## src/rtl/serial_adder_if.sv

```systemverilog
// Operand/result bundle for the bit-serial adder/subtractor.
// Latency: n/a (wires only); one operation takes WIDTH+2 clocks end to end.
// Backpressure: none; the requester watches busy and start is ignored while busy.
interface serial_adder_if #(
  parameter int WIDTH = 8
);
  logic             start;
  logic             sub;
  logic [WIDTH-1:0] a_in;
  logic [WIDTH-1:0] b_in;
  logic             busy;
  logic             done;
  logic [WIDTH-1:0] sum;
  logic             carry_out;
  logic             overflow;

  // Requester side: launches operations and consumes results.
  modport master (
    output start, sub, a_in, b_in,
    input  busy, done, sum, carry_out, overflow
  );

  // Adder side.
  modport slave (
    input  start, sub, a_in, b_in,
    output busy, done, sum, carry_out, overflow
  );
endinterface

```

## src/rtl/serial_adder.sv

```systemverilog
// Bit-serial add/subtract: one 1-bit full-adder cell, LSB first, registered carry.
// Latency: start edge E0, bits on E1..E(WIDTH), done pulse after E(WIDTH); WIDTH+2 edges per op.
// Backpressure: start is only sampled in IDLE; requests while busy are dropped.
module serial_adder #(
  parameter int WIDTH = 8
) (
  input  logic    clk,
  input  logic    reset,
  serial_adder_if.slave bus
);

  typedef enum logic [1:0] {
    IDLE = 2'd0,
    RUN  = 2'd1,
    DONE = 2'd2
  } state_t;

  // Counter wide enough to hold WIDTH-1.
  localparam int            CW   = (WIDTH > 1) ? $clog2(WIDTH) : 1;
  localparam logic [CW-1:0] LAST = CW'(WIDTH - 1);

  state_t           state_q, state_d;
  logic [CW-1:0]    cnt_q,   cnt_d;
  logic [WIDTH-1:0] a_q,     a_d;     // operand A, shifted right each bit
  logic [WIDTH-1:0] b_q,     b_d;     // operand B (pre-inverted for subtract)
  logic             c_q,     c_d;     // carry into the bit currently processed
  logic [WIDTH-1:0] acc_q,   acc_d;   // working sum, filled from the MSB end
  logic [WIDTH-1:0] sum_q,   sum_d;   // published result
  logic             cout_q,  cout_d;
  logic             ovf_q,   ovf_d;

  logic fa_s;
  logic fa_c;
  logic last_bit;
  logic accept;

  // The single full-adder cell working on the LSBs of the shift registers.
  assign fa_s     = a_q[0] ^ b_q[0] ^ c_q;
  assign fa_c     = (a_q[0] & b_q[0]) | (a_q[0] & c_q) | (b_q[0] & c_q);
  assign last_bit = (cnt_q == LAST);
  assign accept   = (state_q == IDLE) && bus.start;

  // Next-state logic: IDLE -> RUN on start, RUN -> DONE on the last bit, DONE lasts one cycle.
  always_comb begin
    state_d = state_q;
    case (state_q)
      IDLE:    if (bus.start) state_d = RUN;
      RUN:     if (last_bit)  state_d = DONE;
      DONE:    state_d = IDLE;
      default: state_d = IDLE;
    endcase
  end

  // Datapath next-state: load operands on accept, one cell step per RUN cycle, publish on the last bit.
  always_comb begin
    cnt_d  = cnt_q;
    a_d    = a_q;
    b_d    = b_q;
    c_d    = c_q;
    acc_d  = acc_q;
    sum_d  = sum_q;
    cout_d = cout_q;
    ovf_d  = ovf_q;

    if (accept) begin
      // Subtraction is A + ~B + 1: invert B and seed the carry with 1.
      a_d   = bus.a_in;
      b_d   = bus.sub ? ~bus.b_in : bus.b_in;
      c_d   = bus.sub;
      cnt_d = '0;
    end else if (state_q == RUN) begin
      a_d   = a_q >> 1;
      b_d   = b_q >> 1;
      c_d   = fa_c;
      acc_d = {fa_s, acc_q[WIDTH-1:1]};
      if (last_bit) begin
        // c_q is the carry into the MSB here, fa_c the carry out of it.
        sum_d  = {fa_s, acc_q[WIDTH-1:1]};
        cout_d = fa_c;
        ovf_d  = c_q ^ fa_c;
        cnt_d  = '0;
      end else begin
        cnt_d = cnt_q + CW'(1);
      end
    end
  end

  // State register; reset wins over every transition.
  always_ff @(posedge clk) begin
    if (reset) begin
      state_q <= IDLE;
    end else begin
      state_q <= state_d;
    end
  end

  // Datapath and result registers; reset also wipes a published result.
  always_ff @(posedge clk) begin
    if (reset) begin
      cnt_q  <= '0;
      a_q    <= '0;
      b_q    <= '0;
      c_q    <= 1'b0;
      acc_q  <= '0;
      sum_q  <= '0;
      cout_q <= 1'b0;
      ovf_q  <= 1'b0;
    end else begin
      cnt_q  <= cnt_d;
      a_q    <= a_d;
      b_q    <= b_d;
      c_q    <= c_d;
      acc_q  <= acc_d;
      sum_q  <= sum_d;
      cout_q <= cout_d;
      ovf_q  <= ovf_d;
    end
  end

  assign bus.busy      = (state_q != IDLE);
  assign bus.done      = (state_q == DONE);
  assign bus.sum       = sum_q;
  assign bus.carry_out = cout_q;
  assign bus.overflow  = ovf_q;

endmodule
```

## src/flat_wrapper.sv

```systemverilog
// flat-port wrapper written by rule: the top's interface ports become plain ports
module serial_adder_flat 
#(
  parameter int WIDTH = 8
)
  (clk, reset, bus_start, bus_sub, bus_a_in, bus_b_in, bus_busy, bus_done, bus_sum, bus_carry_out, bus_overflow);
  serial_adder_if #(.WIDTH(WIDTH)) bus_i ();
  input  logic clk;
  input  logic reset;
  input wire logic [$bits(bus_i.start)-1:0] bus_start;
  input wire logic [$bits(bus_i.sub)-1:0] bus_sub;
  input wire logic [$bits(bus_i.a_in)-1:0] bus_a_in;
  input wire logic [$bits(bus_i.b_in)-1:0] bus_b_in;
  output wire logic [$bits(bus_i.busy)-1:0] bus_busy;
  output wire logic [$bits(bus_i.done)-1:0] bus_done;
  output wire logic [$bits(bus_i.sum)-1:0] bus_sum;
  output wire logic [$bits(bus_i.carry_out)-1:0] bus_carry_out;
  output wire logic [$bits(bus_i.overflow)-1:0] bus_overflow;
  assign bus_i.start = bus_start;
  assign bus_i.sub = bus_sub;
  assign bus_i.a_in = bus_a_in;
  assign bus_i.b_in = bus_b_in;
  assign bus_busy = bus_i.busy;
  assign bus_done = bus_i.done;
  assign bus_sum = bus_i.sum;
  assign bus_carry_out = bus_i.carry_out;
  assign bus_overflow = bus_i.overflow;
  serial_adder #(.WIDTH(WIDTH)) u_core (.clk(clk), .reset(reset), .bus(bus_i));
endmodule
```

## config.mk

```make
export PLATFORM = sky130hd
export DESIGN_NAME = serial_adder_flat
export DESIGN_NICKNAME = d
export VERILOG_FILES = /design/src/rtl/serial_adder_if.sv /design/src/rtl/serial_adder.sv /design/src/flat_wrapper.sv
export SDC_FILE = /design/constraint.sdc
export NUM_CORES = 1
export LEC_CHECK = 0
export BUFFER_PORTS_ARGS = -buffer_cell sky130_fd_sc_hd__buf_2
export CORE_MARGIN = 4
export CORE_UTILIZATION = 53
export CTS_CLUSTER_SIZE = 10
export DETAILED_ROUTE_END_ITERATION = 8
export PLACE_DENSITY_LB_ADDON = 0.3
export SYNTH_ARGS = -nofsm -noshare
export SYNTH_HDL_FRONTEND = slang
export SYNTH_SLANG_ARGS = --single-unit
```

## constraint.sdc

```tcl
create_clock -name clk -period 1.54 [get_ports clk]
set_input_delay 0.077 -clock clk [delete_from_list [all_inputs] [get_ports clk]]
set_output_delay 0.077 -clock clk [all_outputs]
set_load 0.005 [all_outputs]
```

Yosys cells after proc, flatten, opt, wreduce, memory -nomap -nowiden. Index checks and enable logic that the tools add are counted.

Flip-flop bits (word level): 40. Bits of input ports: 20. Output and inout bits: 12. Logic and storage cells: 44.

$add $sub $neg: 1. Equality and inequality tests: 5. Mux-type cells: 11. Bitwise logic cells: 10. Reductions and logical operators: 8.

Operators by type and width (count): two-way mux 8 bit (5); inverter 8 bit (1); two-way mux 2 bit (2); case mux 2 bit (2 select lines) (1); AND reduction 2 bit (2); nonzero test 2 bit (2); adder 3 x 1 -> 3 bit (second input constant) (1); AND 1 bit (3); equality test 3 bit (second input constant) (1); two-way mux 3 bit (1); AND reduction 3 bit (1); bitwise XOR 1 bit (3); equality test 2 x 1 -> 1 bit (second input constant) (1); equality test 2 bit (second input constant) (1); logical NOT 2 bit (1); two-way mux 1 bit (2); != test 2 x 1 -> 1 bit (second input constant) (1); != test 2 bit (second input constant) (1); bitwise OR 1 bit (2); OR reduction 2 bit (1); logical AND 1 bit (1); inverter 1 bit (1).

Logic depth before layout (Yosys ltp). Gate-level depths: netlist of run 1.

Depth in word-level cells: 5. Gate-level depth with buffers: 6. Gate-level depth less buffers: 5.

Worst setup path after synthesis of run 1. No wires, ideal clock.

Path type: register to register. Start: register u_core.cnt_q[0]. End: register u_core.cnt_q[0]. Library setup time: 0.086 ns. Arrival time: 1.221 ns. Required time: 1.454 ns. Setup slack: 0.234 ns. Stages on the path, launching flop included: 5. Buffers on the path: 0. Period minus slack after synthesis: 1.306 ns. Cells stage by stage: dfxtp_1 > ha_1 > ha_1 > or3_1 > a211oi_1.

Longest elaborated chain between the ends: 2. Elaborated cells on any way between the ends: 3. Classes of those cells: add/sub (1); eq/ne (1); mux (1).

RTL lines: start: declaration (RTL line serial_adder.sv:23) `logic [CW-1:0] cnt_q, cnt_d;`; start signal: assignment (RTL line serial_adder.sv:109) `cnt_q <= cnt_d;`; adder 3 x 1 -> 3 bit / equality test 3 bit (equally long branches) (RTL line serial_adder.sv:83, serial_adder.sv:40); two-way mux 3 bit (*) (RTL line serial_adder.sv:76) `if (last_bit) begin`.

Mark *: on every way between the ends. The rest lies on a longest branch, timed or not. A chain may end at the register's enable or synchronous reset.

Final worst setup path of run 1.
Start: register u_core.state_q[0]. End: output port bus_busy.

Longest elaborated chain between the ends: 1.

RTL lines: start: declaration (RTL line serial_adder.sv:22) `state_t state_q, state_d;`; start signal: assignment (RTL line serial_adder.sv:93) `state_q <= state_d;`; nonzero test 2 bit (RTL line serial_adder.sv:120) `assign bus.busy = (state_q != IDLE);`; end: declaration (RTL line flat_wrapper.sv:14) `output wire logic [$bits(bus_i.busy)-1:0] bus_busy;`.

Every way passes these cells.

==> metrics, run 1 <==
Final Skew about 0.0032 ns; setup_tns 0 ns; vias in the first global route 1385; full die area 4090 um^2; CTS Buffer Depth 2; flops & latches, synth 39; crit path launch type flip-flop; row cnt 20; delay of the slowest cell on the worst path 0.40 ns; # nets final 254; Period minus WS final 1.44 ns; Post-synth EDFFs 0; crit end category primary output; share of layout cells above drive strength 1 between 20% and 30%; Starting Density 54.8%; mapped cell area 1660 um^2; CP max FO 10; gr usage total 19.2%; dpl hpwl 2480 um; top post-synthesis cells by area dfxtp_1 47%, nand2_1 9.3%, a21oi_1 7.8%; htree depth 2; DR DRC count 0; Slew Viols, Final 0; Mean Syn Cell Area 8.63 um^2; Gate power share about 13%; Clk Latency, worst-skew pair 0.34 ns; worst-margin pin slew 0.448 ns; final core utilization 65.8%; post-CTS setup buffer count 0; status completed; Synth top area share 47.1%; DR vias 1409; most common cell in the netlist nand2_1; Required @ worst endpoint 1.46 ns; GRT overflow 0; internal power 1.45 mW; Hold Crit Class input port to flip-flop; VDD IR-drop max 0.659 mV; Async SR Flop Fraction 0%; syn_nets ~220; antenna cells 0; Max Cap Violations 0; Clock Root Buffer clkbuf_4; top_reg_cell synth dfxtp_1; TritonRoute pass-1 iters 4; final setup fails 0; initial antenna violation count 0; PD cells 969 nW/um^2; register area share after synthesis approximately 47%; area leader, netlist dfxtp_1; Leak Pwr 0.818 nW; final hold violation count 0; Core ar. a little over 3000 um^2; GPL Wtd Cong 0.748; die height 63.9 um; slowest CP cell dfxtp_1; fin crit share between 90% and 100%; Seq pwr share 56.4%; cells after synthesis approximately 190; Sw Ratio roughly a quarter; IO Pins 32; Routed WL 3490 um; clock power share 30.2%; final hold slack roughly 0.016 ns; dpl ws 0.0775 ns; FMAX 694 MHz; Sink Count 39; slew margin rel. 70.0%; switching pwr about 480 uW; critical path type flip-flop to primary output; top cells by count, synth 41 x nand2_1, 39 x dfxtp_1, 26 x a21oi_1; Worst-path clk slew 0.11 ns; CTS tree done; Routed Antenna Nets 0; RSZ-0062 raised after global routing no; pin count of the biggest net entering global routing 35; fin worst setup slack 0.0984 ns; first-pass GRT wire length roughly 6000 um; synth warn 0; Worst path top cell family by delay flip-flops; worst-path cell chain buf_4, or2_2, buf_2; port bufs 31; drt initial violations 62; crit path DAT 1.36 ns; Netlist cell types 31; Num CTS Buffers 5; worst path buffer plus inverter count 2; drt via density between 5 and 6; die width 63.9 um; P&R area growth vs syn 20.2%; Avg WL per Cell 12.6 um
==> logic make-up after synthesis <==
family | count (synthesis) | share of synthesized area (%)
and+or+nand+nor | 82 | 22.9
AOI/OAI and AO/OA | 43 | 17.1
buffers and inverters | 14 | 4.30
xor gates and xnor gates | 9 | 4.75
adders and majority gates | 3 | 2.72
muxes | 2 | 1.21
DFF | 39 | 47.1
==> sequential cells by signal, indices dropped and copies added, names as in the netlist <==
register,cells
u_core.c_q,1
u_core.state_q,2
u_core.bus.sum,8
u_core.bus.overflow,1
u_core.acc_q,7
u_core.a_q,8
u_core.cnt_q,3
u_core.b_q,8
u_core.bus.carry_out,1
==> power groups by stage <==
stage	Combinational, mW	Clock, mW	Sequential (mW)
3_3_place_gp	0.237	0	1.11
3_5_place_dp	0.245	0	1.11
5_1_grt	0.288	0.669	1.10
4_1_cts	0.256	0.606	1.09
2_1_floorplan	0.175	0	1.10
6_report	0.259	0.583	1.09
==> repair_timing <==
| action | in CTS | in global routing |
|---|---|---|
| gates resized for setup | 0 | 3 |
| endpoints found under the setup margin | 0 | 13 |
| hold endpoints to repair | 5 | 0 |
| hold buffers | 5 | 0 |
==> worst paths after layout <==
| path | slack [ns] | to | from | cells past startpoint |
|---|---|---|---|---|
| max | 0.1 | bus_busy | u_core.state_q[0]$_SDFFE_PP0P_ | 3 |
| min | 0.02 | u_core.a_q[5]$_SDFFE_PP0P_ | bus_a_in[5] | 3 |
| max reg2reg | 0.11 | u_core.b_q[6]$_SDFFE_PP0P_ | u_core.state_q[1]$_SDFFE_PP0P_ | 3 |
| min reg2reg | 0.46 | u_core.bus.sum[7]$_SDFFE_PP0P_ | u_core.bus.sum[7]$_SDFFE_PP0P_ | 2 |
==> cells in the final DEF, fill, tap and decap left out, types with 5 or more instances in the layout <==
cell type and n:
nand2_1 41, dfxtp_1 39, buf_2 31, a21oi_1 26, nor2_1 21, buf_4 9, xnor2_1 8, a221o_1 7
a211oi_1 6, clkbuf_4 5, dlygate4sd3_1 5
==> routing by layer <==
layer  global-route usage, %  vias to the layer above  part of all wire (%)
met5                       0                        -                     0
met4                    6.47                        0                  0.83
met3                    6.50                        4                   4.5
met2                    31.6                       27                    51
met1                    23.4                      648                    43
li1                        -                      730                     -
==> per-stage QoR <==
stage,instance area [um^2],instances,power [mW]
detailed placement,1870,263,1.36
global placement,1870,263,1.35
finish,1990,276,1.93
floorplan,1660,192,1.27
global route,1990,276,2.05
CTS,1990,276,1.95
==> area by class of cell <==
cell class	count	area (um^2)
fill	271	1030
sequential	39	781
clock buffer	8	68.8
inverter	1	3.75
multi-input combinational	139	812
tap	44	55.1
timing repair buffer	45	273
==> worst min-delay path, stage by stage <==
cell and delay, ns:
buf_2 0.10, nor2_1 0.09, a211oi_1 0.05
Note: power is estimated with default switching activity, not from simulation.
==> inputs of run 2 (changes only) <==
- CORE_UTILIZATION: 53 -> 45
==> run 2 against run 1 <==
Against the previous run: design area increased by 0.56%; largest power group unchanged; count of clock-buffer cells in the layout decreased by 2; critical path type is now flip-flop to flip-flop; via count decreased by 2.9%; global-route usage decreased by 3.8 points; combinational power decreased by 7%.
==> metrics, run 2 (synthesis results as in run 1) <==
status completed (unchanged); P&R area growth vs syn 20.9% (was 20.2%); # fillers 315 (was 271); slew margin rel. 68.4% (was 70.0%); Gate power share 11.1% (was 13.4%); register area 781 um^2 (unchanged); Post-CTS Hold Buffers 0 (was 5); FMAX 701 MHz (was 694 MHz); CP max FO 9 (was 10); crit end category flip-flop (was primary output); Core ar. 3440 um^2 (was 3030 um^2); Slew Viols, Final 0 (unchanged); share of layout cells above drive strength 1 24.9% (was 24.1%); critical path type flip-flop to flip-flop (was flip-flop to primary output); full die area 4720 um^2 (was 4090 um^2); internal power 1.70 mW (was 1.45 mW); port bufs 31 (unchanged); final hold violation count 0 (unchanged); Clk Latency, worst-skew pair 0.29 ns (was 0.34 ns); Starting Density 48.2% (was 54.8%); Period minus WS final 1.43 ns (was 1.44 ns); commonest non-fill, non-tap cell in the layout nand2_1 (unchanged); most frequent cells in the layout 41 x nand2_1, 39 x dfxtp_1, 31 x buf_2 (unchanged); DR DRC count 0 (unchanged); dpl hpwl 2270 um (was 2480 um); worst-margin pin slew 0.473 ns (was 0.448 ns); TritonRoute pass-1 iters 4 (unchanged); setup_tns 0 ns (unchanged); htree depth 2 (unchanged); die height 68.7 um (was 63.9 um); Routed WL 3260 um (was 3490 um); PD cells 1090 nW/um^2 (was 969 nW/um^2); Final Skew 0.00923 ns (was 0.00324 ns); GRT overflow 0 (unchanged); Required @ worst endpoint 1.74 ns (was 1.46 ns); Sw Ratio 22.5% (was 24.7%); DR vias 1368 (was 1409); die width 68.7 um (was 63.9 um); drt via density 4.97 (was 5.11); drt initial violations 98 (was 62); RSZ-0062 raised after global routing no (unchanged); pin count of the biggest net entering global routing 33 (was 35); first-pass GRT wire length 5470 um (was 6110 um); worst-path cell chain buf_4, or3b_1, a311oi_1 (was buf_4, or2_2, buf_2); fin crit share 92.7% (was 93.6%); crit path DAT 1.62 ns (was 1.36 ns); VDD IR-drop max 0.487 mV (was 0.659 mV); antenna cells 0 (unchanged); Sink Count 39 (unchanged); slowest CP cell or3b_1 (was dfxtp_1); Num CTS Buffers 5 (unchanged); Hold Crit Class input port to flip-flop (unchanged); switching pwr 494 uW (was 478 uW); Seq pwr share 49.6% (was 56.4%); crit path launch type flip-flop (unchanged); # nets final 251 (was 254); Max Cap Violations 0 (unchanged); multi-input logic area 807 um^2 (was 812 um^2); delay of the slowest cell on the worst path 0.51 ns (was 0.40 ns); Leak Pwr 0.828 nW (was 0.818 nW); Clock Root Buffer clkbuf_8 (was clkbuf_4); Avg WL per Cell 11.9 um (was 12.6 um); vias in the first global route 1209 (was 1385); gr usage total 15.5% (was 19.2%); CTS Buffer Depth 2 (unchanged); row cnt 21 (was 20); final setup fails 0 (unchanged); Routed Antenna Nets 0 (unchanged); final hold slack 0.0291 ns (was 0.0159 ns); Worst-path clk slew 0.07 ns (was 0.11 ns); initial antenna violation count 0 (unchanged); clock power share 39.3% (was 30.2%); R2R Setup Slk 0.11 ns (about the same); CTS tree done (unchanged); IO Pins 32 (unchanged); GPL Wtd Cong 0.716 (was 0.748)
run 2: cell type report:
| type | instances | share of cell area (%) |
|---|---|---|
| flip-flops and latches | 39 | 39.0 |
| repair buffers | 42 | 11.9 |
| clock buffers | 6 | 4.12 |
| inverters | 1 | 0.187 |
| well taps | 46 | 2.87 |
| multi-input cells | 139 | 40.3 |
| clock inverters | 2 | 1.75 |
run 2: critical path, delay by kind of cell, from the launching register on:
family	cells	cell delay, ns
buf+inv	1	0.19
flops	1	0.38
compound gates	1	0.26
simple gates	1	0.51
run 2: what timing repair did:
| item | 4_1_cts | 5_1_grt |
|---|---|---|
| buffers inserted | 0 | 2 |
| resized for setup | 0 | 1 |
| endpoints found under the setup margin | 0 | 6 |
run 2: final timing paths:
path	start	end	cells after the start
max	u_core.state_q[0]$_SDFFE_PP0P_	u_core.a_q[1]$_SDFFE_PP0P_	3
min	bus_a_in[7]	u_core.a_q[7]$_SDFFE_PP0P_	3
max reg2reg	u_core.state_q[0]$_SDFFE_PP0P_	u_core.a_q[1]$_SDFFE_PP0P_	3
min reg2reg	u_core.bus.sum[5]$_SDFFE_PP0P_	u_core.bus.sum[5]$_SDFFE_PP0P_	2
run 2: power by group through the flow:
stage	clock network (mW)	logic (mW)	registers [mW]
floorplan	0	0.175	1.10
global placement	0	0.237	1.11
detailed placement	0	0.237	1.11
CTS	0.878	0.239	1.09
global route	0.930	0.274	1.09
finish	0.861	0.242	1.09
run 2: through the flow:
| step | setup WS [ns] | instances | instance area [um^2] | total power [mW] | utilization, % |
|---|---|---|---|---|---|
| 2_1_floorplan | 0.234 | 192 | 1660 | 1.27 | - |
| 3_3_place_gp | 0.156 | 265 | 1870 | 1.35 | 54.3 |
| 3_5_place_dp | 0.0813 | 265 | 1870 | 1.35 | 54.3 |
| 4_1_cts | 0.0676 | 273 | 1990 | 2.20 | 57.8 |
| 5_1_grt | 0.000533 | 275 | 2000 | 2.30 | 58.2 |
| 6_report | 0.113 | 275 | 2000 | 2.19 | 58.2 |
run 2: metal layers:
layer / track usage, % / vias to the layer above / share of wire, %
li1: - / 722 / -
met2: 24.2 / 25 / 43
met3: 5.02 / 5 / 5.9
met5: 0 / - / 0
met4: 5.11 / 0 / 1.4
met1: 20.1 / 616 / 49
==> inputs of run 3 (changes only) <==
- clock period: 1.54 -> 1.6 ns (I/O delays scaled with it)
==> run 3 against run 2 <==
Against the previous run: wire length is 5.3% higher; die area is the same; design area down 2.8%; global-route usage rose by 0.63 points; count of clock-buffer cells in the layout stayed put; non-clock buffer count fell by 3; total power fell by 13%; final cell count decreased by 1.1%; sequential power is 4% lower; via count grew 0.95%; sequential share of layout area up 1.1 points; clock skew decreased by 0.0017 ns; highest routed layer unchanged.
==> metrics, run 3 (synthesis results as in run 1) <==
crit end category flip-flop (unchanged); share of layout cells above drive strength 1 23.0% (was 24.9%); gr usage total 16.1% (was 15.5%); initial antenna violation count 0 (unchanged); FMAX 673 MHz (was 701 MHz); status completed (unchanged); Hold Crit Class input port to flip-flop (unchanged); final setup fails 0 (unchanged); Starting Density 48.2% (unchanged); IO Pins 32 (unchanged); Slew Viols, Final 0 (unchanged); die width 68.7 um (unchanged); GRT overflow 0 (unchanged); slew margin rel. 70.2% (was 68.4%); worst-margin pin slew 0.446 ns (was 0.473 ns); drt initial violations 129 (was 98); delay of the slowest cell on the worst path 0.42 ns (was 0.51 ns); Worst path top cell family by delay simple AND/OR/NAND/NOR gates (unchanged); setup_tns 0 ns (unchanged); CTS Buffer Depth 2 (unchanged); Clk Latency, worst-skew pair 0.29 ns (about the same); Post-CTS Hold Buffers 0 (unchanged); post-CTS setup buffer count 0 (unchanged); critical path type flip-flop to flip-flop (unchanged); final hold violation count 0 (unchanged); final core utilization 56.6% (was 58.2%); P&R area growth vs syn 17.5% (was 20.9%); fin crit share 92.8% (was 92.7%); PD cells 983 nW/um^2 (was 1090 nW/um^2); Max Cap Violations 0 (unchanged); antenna cells 0 (unchanged); Core ar. 3440 um^2 (unchanged); Clock Root Buffer clkbuf_8 (unchanged); area post-placement 1860 um^2 (was 1870 um^2); Sink Count 39 (unchanged); DR vias 1381 (was 1368); post-route cell area 1950 um^2 (was 2000 um^2); post_cts resized 0 (unchanged); worst path buffer plus inverter count 0 (was 1); most frequent cells in the layout 41 x nand2_1, 39 x dfxtp_1, 31 x buf_2 (unchanged); Required @ worst endpoint 1.81 ns (was 1.74 ns); Avg WL per Cell 12.6 um (was 11.9 um); htree depth 2 (unchanged); fin worst setup slack 0.114 ns (was 0.113 ns); Routed WL 3440 um (was 3260 um); CP max FO 11 (was 9); vias in the first global route 1271 (was 1209); slowest CP cell and3b_1 (was or3b_1); Routed Antenna Nets 0 (unchanged); crit path DAT 1.70 ns (was 1.62 ns); Worst-path clk slew 0.07 ns (about the same); Leak Pwr 0.794 nW (was 0.828 nW); RSZ-0062 raised after global routing no (unchanged); TritonRoute pass-1 iters 4 (unchanged); Period minus WS final 1.49 ns (was 1.43 ns); port bufs 31 (unchanged); GPL Wtd Cong 0.744 (was 0.716); worst-path cell chain ha_1, ha_1, and3b_1, nor2_1, a211oi_1 (was buf_4, or3b_1, a311oi_1); dpl ws 0.0814 ns (was 0.0813 ns); Num CTS Buffers 5 (unchanged); commonest non-fill, non-tap cell in the layout nand2_1 (unchanged); pin count of the biggest net entering global routing 35 (was 33); dpl hpwl 2360 um (was 2270 um); crit path launch type flip-flop (unchanged); DR DRC count 0 (unchanged); die height 68.7 um (unchanged); CTS tree done (unchanged); VDD IR-drop max 0.581 mV (was 0.487 mV); # nets final 248 (was 251); Most common cell on crit path ha_1; row cnt 21 (unchanged); total power 1.92 mW (was 2.19 mW); first-pass GRT wire length 5640 um (was 5470 um); Final Skew 0.00751 ns (was 0.00923 ns); full die area 4720 um^2 (unchanged); drt via density 5.08 (was 4.97)
## run 3: worst register-to-register path, stage by stage (launching register included)
cell	delay, ns
dfxtp_1	0.35
ha_1	0.16
ha_1	0.20
and3b_1	0.42
nor2_1	0.07
a211oi_1	0.21
## run 3: per-layer routing
| metal | global-route usage [%] | up-vias | part of all wire [%] |
|---|---|---|---|
| met2 | 25.4 | 34 | 47 |
| li1 | - | 721 | - |
| met4 | 8.03 | 0 | 1.7 |
| met1 | 20.4 | 621 | 45 |
| met5 | 0 | - | 0 |
| met3 | 4.05 | 5 | 6.3 |
## run 3: through the flow
| stage | hold slack [ns] | std cells |
|---|---|---|
| floorplan | 0.216 | 192 |
| global placement | 0.330 | 264 |
| detailed placement | 0.329 | 264 |
| CTS | 0.0183 | 272 |
| global route | 0.0664 | 272 |
| finish | 0.0259 | 272 |
## run 3: final timing paths
check                                               startpoint                          endpoint  slack [ns]  cells after the start
worst max-delay path              u_core.cnt_q[0]$_SDFFE_PP0N_  u_core.bus.overflow$_SDFFE_PP0P_        0.11                      5
worst min-delay path                               bus_a_in[7]        u_core.a_q[7]$_SDFFE_PP0P_        0.03                      3
worst max register to register    u_core.cnt_q[0]$_SDFFE_PP0N_  u_core.bus.overflow$_SDFFE_PP0P_        0.11                      5
worst min register to register  u_core.bus.sum[5]$_SDFFE_PP0P_    u_core.bus.sum[5]$_SDFFE_PP0P_        0.45                      2
## run 3: where the power goes
group,internal (mW),switching [mW],total (mW)
Clock,0.304,0.335,0.639
Combinational,0.110,0.119,0.229
Sequential,1.01,0.0323,1.05
Total,1.43,0.486,1.92
## run 3: cell type report
type / count / area [um^2]
Clock buffer: 6 / 72.6
Clock inverter: 2 / 12.5
Fill cell: 337 / 1490
Inverter: 1 / 3.75
Multi-Input combinational cell: 139 / 806
Sequential cell: 39 / 781
Tap cell: 46 / 57.6
Timing Repair Buffer: 39 / 215
